## src/rtl/ac97_cmd_arbiter.sv

```systemverilog
// ac97_cmd_arbiter: round-robin owner of the AC-link command slots (out slots 1/2).
// One codec register access per frame; read data or a timeout is returned to the
// requester that issued the read.
module ac97_cmd_arbiter #(
    parameter int unsigned NUM_REQ        = 3,
    parameter int unsigned TIMEOUT_FRAMES = 4
) (
    input  logic                    ac97_bitclk,
    input  logic                    reset_b,
    input  logic                    ac97_strobe,
    input  logic [NUM_REQ-1:0]      req_valid,
    input  logic [NUM_REQ-1:0]      req_write,
    input  logic [7*NUM_REQ-1:0]    req_addr,
    input  logic [16*NUM_REQ-1:0]   req_wdata,
    output logic [NUM_REQ-1:0]      req_ready,
    output logic [NUM_REQ-1:0]      rsp_valid,
    output logic [15:0]             rsp_data,
    output logic                    rsp_timeout,
    input  logic                    ac97_in_slot1_valid,
    input  logic [19:0]             ac97_in_slot1,
    input  logic [19:0]             ac97_in_slot2,
    output logic [19:0]             ac97_out_slot1,
    output logic                    ac97_out_slot1_valid,
    output logic [19:0]             ac97_out_slot2,
    output logic                    ac97_out_slot2_valid,
    output logic                    busy
);

    localparam int unsigned IDX_W   = (NUM_REQ > 1) ? $clog2(NUM_REQ) : 1;
    localparam logic [7:0]  TO_LAST = 8'(TIMEOUT_FRAMES);

    localparam logic [1:0] ST_IDLE    = 2'd0;
    localparam logic [1:0] ST_CMD     = 2'd1;
    localparam logic [1:0] ST_WAIT_RD = 2'd2;

    // Registered state; the round-robin pointer doubles as the transaction owner
    logic [1:0]         state_q, state_d;
    logic [IDX_W-1:0]   ptr_q, ptr_d;
    logic               cmd_write_q, cmd_write_d;
    logic [6:0]         cmd_addr_q, cmd_addr_d;
    logic [7:0]         cnt_q, cnt_d;

    logic [NUM_REQ-1:0] req_ready_d, rsp_valid_d;
    logic [15:0]        rsp_data_d;
    logic               rsp_timeout_d;
    logic [19:0]        slot1_d, slot2_d;
    logic               slot1_valid_d, slot2_valid_d;
    logic               busy_d;

    // Arbitration result
    logic               arb_found;
    logic [IDX_W-1:0]   arb_idx;
    logic               arb_write;
    logic [6:0]         arb_addr;
    logic [15:0]        arb_wdata;

    logic               rsp_match;
    logic               grant_ok;
    logic [7:0]         cnt_inc;

    // Only the register index and data fields of the inbound slots are used
    logic               unused_in_bits;
    assign unused_in_bits = ^{ac97_in_slot1[19], ac97_in_slot1[11:0], ac97_in_slot2[3:0]};

    // Round-robin winner: first pending request after the pointer, with wrap
    always_comb begin
        arb_found = 1'b0;
        arb_idx   = '0;
        for (int unsigned k = 1; k <= NUM_REQ; k++) begin
            for (int unsigned i = 0; i < NUM_REQ; i++) begin
                if (!arb_found && req_valid[i] && (i == (32'(ptr_q) + k) % NUM_REQ)) begin
                    arb_found = 1'b1;
                    arb_idx   = IDX_W'(i);
                end
            end
        end
    end

    // Select the winner's command fields
    always_comb begin
        arb_write = 1'b0;
        arb_addr  = '0;
        arb_wdata = '0;
        for (int unsigned i = 0; i < NUM_REQ; i++) begin
            if (IDX_W'(i) == arb_idx) begin
                arb_write = req_write[i];
                arb_addr  = req_addr[7*i +: 7];
                arb_wdata = req_wdata[16*i +: 16];
            end
        end
    end

    // Next-state and registered-output logic; everything advances only on strobe
    always_comb begin
        state_d       = state_q;
        ptr_d         = ptr_q;
        cmd_write_d   = cmd_write_q;
        cmd_addr_d    = cmd_addr_q;
        cnt_d         = cnt_q;
        req_ready_d   = '0;
        rsp_valid_d   = '0;
        rsp_data_d    = rsp_data;
        rsp_timeout_d = 1'b0;
        slot1_d       = ac97_out_slot1;
        slot1_valid_d = ac97_out_slot1_valid;
        slot2_d       = ac97_out_slot2;
        slot2_valid_d = ac97_out_slot2_valid;
        grant_ok      = 1'b0;
        cnt_inc       = cnt_q + 8'd1;
        rsp_match     = ac97_in_slot1_valid && (ac97_in_slot1[18:12] == cmd_addr_q);

        if (ac97_strobe) begin
            case (state_q)
                ST_IDLE: begin
                    grant_ok = 1'b1;
                end
                ST_CMD: begin
                    slot1_d       = '0;
                    slot1_valid_d = 1'b0;
                    slot2_d       = '0;
                    slot2_valid_d = 1'b0;
                    if (cmd_write_q) begin
                        state_d  = ST_IDLE;
                        grant_ok = 1'b1;
                    end else begin
                        state_d = ST_WAIT_RD;
                        cnt_d   = '0;
                    end
                end
                ST_WAIT_RD: begin
                    if (rsp_match || (cnt_inc == TO_LAST)) begin
                        for (int unsigned i = 0; i < NUM_REQ; i++) begin
                            rsp_valid_d[i] = (IDX_W'(i) == ptr_q);
                        end
                        rsp_data_d    = rsp_match ? ac97_in_slot2[19:4] : 16'hFFFF;
                        rsp_timeout_d = !rsp_match;
                        state_d       = ST_IDLE;
                    end else begin
                        cnt_d = cnt_inc;
                    end
                end
                default: begin
                    state_d = ST_IDLE;
                end
            endcase

            if (grant_ok && arb_found) begin
                state_d       = ST_CMD;
                ptr_d         = arb_idx;
                cmd_write_d   = arb_write;
                cmd_addr_d    = arb_addr;
                for (int unsigned i = 0; i < NUM_REQ; i++) begin
                    req_ready_d[i] = (IDX_W'(i) == arb_idx);
                end
                slot1_d       = {~arb_write, arb_addr, 12'h000};
                slot1_valid_d = 1'b1;
                slot2_d       = arb_write ? {arb_wdata, 4'h0} : 20'h00000;
                slot2_valid_d = arb_write;
            end
        end

        busy_d = (state_d != ST_IDLE);
    end

    // State and output registers
    always_ff @(posedge ac97_bitclk or negedge reset_b) begin
        if (!reset_b) begin
            state_q              <= ST_IDLE;
            ptr_q                <= IDX_W'(NUM_REQ - 1);
            cmd_write_q          <= 1'b0;
            cmd_addr_q           <= '0;
            cnt_q                <= '0;
            req_ready            <= '0;
            rsp_valid            <= '0;
            rsp_data             <= '0;
            rsp_timeout          <= 1'b0;
            ac97_out_slot1       <= '0;
            ac97_out_slot1_valid <= 1'b0;
            ac97_out_slot2       <= '0;
            ac97_out_slot2_valid <= 1'b0;
            busy                 <= 1'b0;
        end else begin
            state_q              <= state_d;
            ptr_q                <= ptr_d;
            cmd_write_q          <= cmd_write_d;
            cmd_addr_q           <= cmd_addr_d;
            cnt_q                <= cnt_d;
            req_ready            <= req_ready_d;
            rsp_valid            <= rsp_valid_d;
            rsp_data             <= rsp_data_d;
            rsp_timeout          <= rsp_timeout_d;
            ac97_out_slot1       <= slot1_d;
            ac97_out_slot1_valid <= slot1_valid_d;
            ac97_out_slot2       <= slot2_d;
            ac97_out_slot2_valid <= slot2_valid_d;
            busy                 <= busy_d;
        end
    end

endmodule

```

## config.mk

```make
export PLATFORM = sky130hd
export DESIGN_NAME = ac97_cmd_arbiter
export DESIGN_NICKNAME = d
export VERILOG_FILES = /design/src/rtl/ac97_cmd_arbiter.sv
export SDC_FILE = /design/constraint.sdc
export NUM_CORES = 1
export LEC_CHECK = 0
export CAP_MARGIN = 25
export CORE_ASPECT_RATIO = 1.25
export CORE_MARGIN = 3
export CORE_UTILIZATION = 35
export CTS_CLUSTER_SIZE = 8
export DETAILED_ROUTE_END_ITERATION = 7
export PLACE_DENSITY = 0.72
export REMOVE_ABC_BUFFERS = 1
export SYNTH_ARGS = -nofsm -noshare
export SYNTH_HDL_FRONTEND = slang
export SYNTH_SLANG_ARGS = --single-unit
```

## constraint.sdc

```tcl
create_clock -name ac97_bitclk -period 6.61 [get_ports ac97_bitclk]
set_input_delay 0.9915 -clock ac97_bitclk [delete_from_list [all_inputs] [get_ports ac97_bitclk]]
set_output_delay 0.9915 -clock ac97_bitclk [all_outputs]
set_load 0.01 [all_outputs]
```

**Word level (Yosys, flattened, before mapping)**

Index checks and enable logic that the tools add are counted.

- Input bits: 119
- Logic and storage cells: 133
- Bits in registers: 86
- Output and inout port bits: 66

- Equal/unequal tests: 16
- Bitwise logic cells: 1
- $add $sub $neg: 4
- Divide/modulo/power cells: 3
- Reduce and logical (&&, ||, !) cells: 42
- Mux-type cells: 53

Operator list:

| operator | count |
|---|---|
| equality test 1 x 32 -> 1 bit (first input constant) | 3 |
| equality test 2 x 32 -> 1 bit (first input constant) | 3 |
| logical NOT 32 bit | 3 |
| remainder unit 32 x 2 -> 32 bit (second input constant) | 3 |
| two-way mux 20 bit | 4 |
| two-way mux 16 bit | 4 |
| two-way mux 2 bit | 11 |
| two-way mux 1 bit | 21 |
| two-way mux 7 bit | 3 |
| logical AND 1 bit | 19 |
| two-way mux 8 bit | 2 |
| one-hot mux 8 bit (2 select lines) | 1 |
| two-way mux 3 bit | 5 |
| logical NOT 1 bit | 9 |
| adder 8 x 1 -> 8 bit (second input constant) | 1 |
| equality test 8 x 3 -> 1 bit (second input constant) | 1 |
| equality test 7 bit | 1 |
| adder 2 x 2 -> 3 bit (second input constant) | 2 |
| logical NOT 2 bit | 3 |
| one-hot mux 2 bit (3 select lines) | 1 |
| nonzero test 2 bit | 3 |
| equality test 1 x 2 -> 1 bit (first input constant) | 2 |
| equality test 2 bit (first input constant) | 2 |
| != test 2 bit (second input constant) | 2 |
| 9 further kinds | 10 |

**Depth between registers and ports, before layout**

- Depth in word-level cells: 43
- Gate-level depth with buffers: 9
- Mapped depth without buffers: 7

**Worst setup path before layout**

OpenSTA, ideal clock, no wires.

- Path kind: input to register
- Start point: input port ac97_in_slot1[15]
- End point: register rsp_data[10]
- Stages: 6
- Setup time: 0.121 ns
- Data arrival time: 2.236 ns
- Required time: 6.489 ns
- Slack: 4.253 ns
- Path buffers: 1
- Cells stage by stage: xor2_1 > nor4_4 > and4_4 > nand3_4 > buf_2 > o22a_1

- Word-level cells in the longest chain between the ends: 4
- Elaborated cells between the ends (all ways): 5
- Classes of those cells: eq/ne: 1; mux: 1; reduce/logical: 3

RTL lines:

| what | line | text |
|---|---|---|
| start, declared | 20 | `input logic [19:0] ac97_in_slot1,` |
| equality test 7 bit * | 110 | `rsp_match = ac97_in_slot1_valid && (ac97_in_slot1[18:12] == cmd_addr_q);` |
| logical AND 1 bit * | 110 |  |
| logical OR 1 bit | 131 | `if (rsp_match \|\| (cnt_inc == TO_LAST)) begin` |
| AND reduction 3 bit (no line) | n/a |  |
| end signal, assigned | 190 | `rsp_data <= rsp_data_d;` |
| end, declared | 17 | `output logic [15:0] rsp_data,` |

Mark *: on every way between the ends. The rest lies on a longest branch, timed or not.
A chain may end at the register's enable or synchronous reset.

**Final worst setup path**

- Start point: input port req_valid[1]
- End point: register ptr_q[1]

- Word-level cells in the longest chain between the ends: 33
- Elaborated cells between the ends (all ways): 40
- Classes of those cells: mux: 15; reduce/logical: 25

RTL lines:

| what | line | text |
|---|---|---|
| start, declared | 11 | `input logic [NUM_REQ-1:0] req_valid,` |
| logical AND 1 bit (2 in series) | 71 | `if (!arb_found && req_valid[i] && (i == (32'(ptr_q) + k) % NUM_REQ)) begin` |
| two-way mux 1 bit | 71 |  |
| logical NOT 1 bit | 71 |  |
| logical AND 1 bit (2 in series) | 71 |  |
| two-way mux 1 bit | 71 |  |
| logical NOT 1 bit | 71 |  |
| logical AND 1 bit (2 in series) | 71 |  |
| two-way mux 1 bit | 71 |  |
| [12 not listed] | n/a |  |
| logical NOT 1 bit | 71 |  |
| logical AND 1 bit (2 in series) | 71 |  |
| two-way mux 1 bit | 71 |  |
| logical NOT 1 bit | 71 |  |
| logical AND 1 bit (2 in series) | 71 |  |
| two-way mux 1 bit | 71 |  |
| logical AND 1 bit | 147 | `if (grant_ok && arb_found) begin` |
| AND reduction 2 bit (no line) | n/a |  |
| end signal, assigned | 169 | `ptr_q <= IDX_W'(NUM_REQ - 1);` |
| end signal, assigned | 184 | `ptr_q <= ptr_d;` |
| end, declared | 38 | `logic [IDX_W-1:0] ptr_q, ptr_d;` |

Parallel ways exist; a longest one is shown, timed or not.

==> flow_metrics.tcl <==
set metrics [dict create \
    status "finished, final reports clean" \
    finClkSkew_ns 0.00561 \
    rsz0062_at_grt "no" \
    yosys.area_share.simple_pct 16.6 \
    grt_pass1_vias 3427 \
    synth.avg_cell_area_um2 9.69 \
    critPathSlowestCell "clkdlybuf4s50_1" \
    hpwl_mm 7.60 \
    via_per_inst 5.18 \
    rows 40 \
    peakVddDrop_uv 193 \
    cts_tree "yes" \
    worstPathArrival_ns 3.82 \
    die_w_um 96.6 \
    synth_top_area_cell "dfrtp_1" \
    ys_seq_area_share_pct 48.8 \
    ctsHoldBuffers 0 \
    yosysWarningCount 0 \
    diodes 0 \
    synth_adder_area_share_pct 1.39 \
    setup.worst_path.start_class "input pin" \
    postLayoutSetupSlackWorst_ns 3.07 \
    mostFrequentLayoutCell "clkdlybuf4s50_1" \
    synth_cell_types 49 \
    synth_edf_count 0 \
    dp_slack_ns 2.69 \
    fmax_ghz 0.282 \
    syn_inst 371 \
    synth_area_um2 3590 \
    yosys.area_share.xor_xnor_pct 1.71 \
    num_vias 3341 \
    numPortBuffers 151 \
    cp_cell_sequence "clkdlybuf4s50_1 > nor3_1 > nor2_1 > nand3b_1 > nor3_1 > a21o_1" \
    final_net_count 637 \
    synth_mux_area_share_pct 0.279 \
    numCtsBuffers 9 \
    wl_mm 10.2 \
    die_h_um 119 \
    crit_fanout 27 \
    period_minus_slack_ns 3.54 \
    r2r_cells 6 \
    ctsResizeCount 0 \
    route.detailed.drc 0 \
    worst_pin_slew_ns 1.02 \
    wl_met1_mm 4.02 \
    timing.setup.tns_ns 0 \
    gr-total-overflow 0 \
    synth_top_family_by_area "compound AO/OA/AOI/OAI gates" \
    placed_cell_area_um2 5130 \
    hp-class "reg2reg" \
    path_class "in2reg" \
    layout.cells.most_common_list "clkdlybuf4s50_1 (150), dfrtp_1 (69), nand2_1 (61)" \
    cts.sinks 70 \
    io_pins 185 \
    start_util_pct 36.6 \
    clk_pin_slew_ns 0.06 \
    core_area_um2 9810 \
    grt_start_max_net_pins 71 \
    routabilityCongestion 0.797 \
    power_density_nw_per_um2 401 \
    hold_depth 2 \
    clk_path_buf_depth 2 \
    synthTopCellsByArea "dfrtp_1 (48%), nand2_1 (6.4%), a221oi_1 (4.9%)" \
    drive_gt1_share_pct 5.78 \
    htreeDepth 3 \
    synth_compound_area_share_pct 24.2 \
    final_cell_area_um2 5500 \
    post_cts_buffers 0 \
    grt_pass1_wl_mm 16.8 \
    clkLatencyLatePin_ns 0.33 \
    slew_headroom_pct 31.9 \
    wl_met3_um 845 \
    top_layer_used "met4" \
    first_pass_iters 6 \
    hold_violations 0 \
    crit_cells 6 \
    ys_ff_latch 70 \
    slew_violations 0 \
    area_growth_syn_to_layout_pct 53.2 \
    path_delay_family "simple AND/OR/NAND/NOR gates" \
    cp_slowest_stage_delay_ns 1.14 \
    cp.required_ns 6.89 \
    p_leak_nw 2.33 \
    synth.top_cell.area_share_pct 48.1 \
    dieArea_um2 11500 \
    finalCritPeriodShare_pct 53.6 \
    setup_viol 0 \
    postSynth.asyncResetShare_pct 100 \
    drt-wirelength-per-cell_um 15.8 \
    clockRootBuffer "clkbuf_16" \
    crit_top_cell "nor3_1" \
    met2_length_mm 5.07 \
    detail_route.iter0.violations 123 \
    antenna_found_initial 0 \
    drv_cap 0 \
    ant_nets 0 \
    cp_num_buf_inv 1 \
    grt_util_all_layers_pct 18.0 \
    ys.flop_type "dfrtp_1" \
    crit_path_end_kind "register" \
]
==> area by class of cell <==
type	count	area, um^2
fill	895	4310
sequential	70	1750
multi-input combinational	269	1650
timing repair buffer	153	1530
clock buffer	10	239
tap	126	158
clock inverter	6	133
inverter	11	41.3
==> worst min-delay path: stages (launching register included) <==
cell and delay [ns]:
dfrtp_1 0.34, nand2_1 0.04, o21ai_0 0.06
==> metal layers <==
metal  up-vias  track usage, %
met5         -               0
met4         0            7.64
met3        20            5.51
met2       136            31.5
met1      1580            20.2
li1       1605               -
==> Yosys cell counts, types with 7 or more instances <==
| cell type | number |
|---|---|
| dfrtp_1 | 69 |
| nand2_1 | 61 |
| a21oi_1 | 27 |
| o21ai_1 | 25 |
| a221oi_1 | 20 |
| buf_4 | 16 |
| o22a_1 | 16 |
| nor2_1 | 14 |
| clkbuf_1 | 13 |
| inv_1 | 10 |
| nor3_1 | 8 |
| a22o_1 | 7 |
==> kinds of logic after synthesis <==
| logic type | after synthesis |
|---|---|
| xor+xnor | 7 |
| other cells | 1 |
| fa+ha+maj | 4 |
| mux | 1 |
| buf+inv | 47 |
| simple gates | 119 |
| flops | 70 |
| compound gates | 122 |
==> power by group <==
group          internal, mW  switching, mW  total [mW]
Combinational         0.445          0.492       0.938
Sequential            0.578         0.0954       0.674
Clock                 0.416          0.179       0.595
==> worst paths after layout <==
check | from | endpoint | slack, ns
worst max-delay path | req_valid[1] | ptr_q[1] | 3.07
worst min-delay path | ac97_out_slot1[12] | ac97_out_slot1[12] | 0.48
worst max register to register | ptr_q[1] | ac97_out_slot2[15] | 3.59
worst min register to register | ac97_out_slot1[12] | ac97_out_slot1[12] | 0.48
max in group asynchronous | reset_b | cmd_addr_q[2] | 5.26
min in group asynchronous | reset_b | rsp_data[10] | 0.78
==> flip-flops by register name, summed over array words and instances (netlist names) <==
signal	flops
ac97_out_slot2	16
rsp_data	16
ac97_out_slot1	8
cnt_q	8
cmd_addr_q	7
req_ready	3
rsp_valid	3
ptr_q	2
state_q	2
ac97_out_slot1_valid	1
ac97_out_slot2_valid	1
busy	1
cmd_write_q	1
rsp_timeout	1
==> metrics by stage <==
stage | total power [mW] | std cells | hold WS (ns) | util (%)
2_1_floorplan | 1.19 | 350 | 0.472 | -
3_3_place_gp | 1.59 | 628 | 0.460 | 52.2
3_5_place_dp | 1.62 | 629 | 0.464 | 52.3
4_1_cts | 2.23 | 645 | 0.482 | 56.1
5_1_grt | 2.36 | 645 | 0.503 | 56.1
6_report | 2.21 | 645 | 0.479 | 56.1
Power figures use the tool's default switching activity.
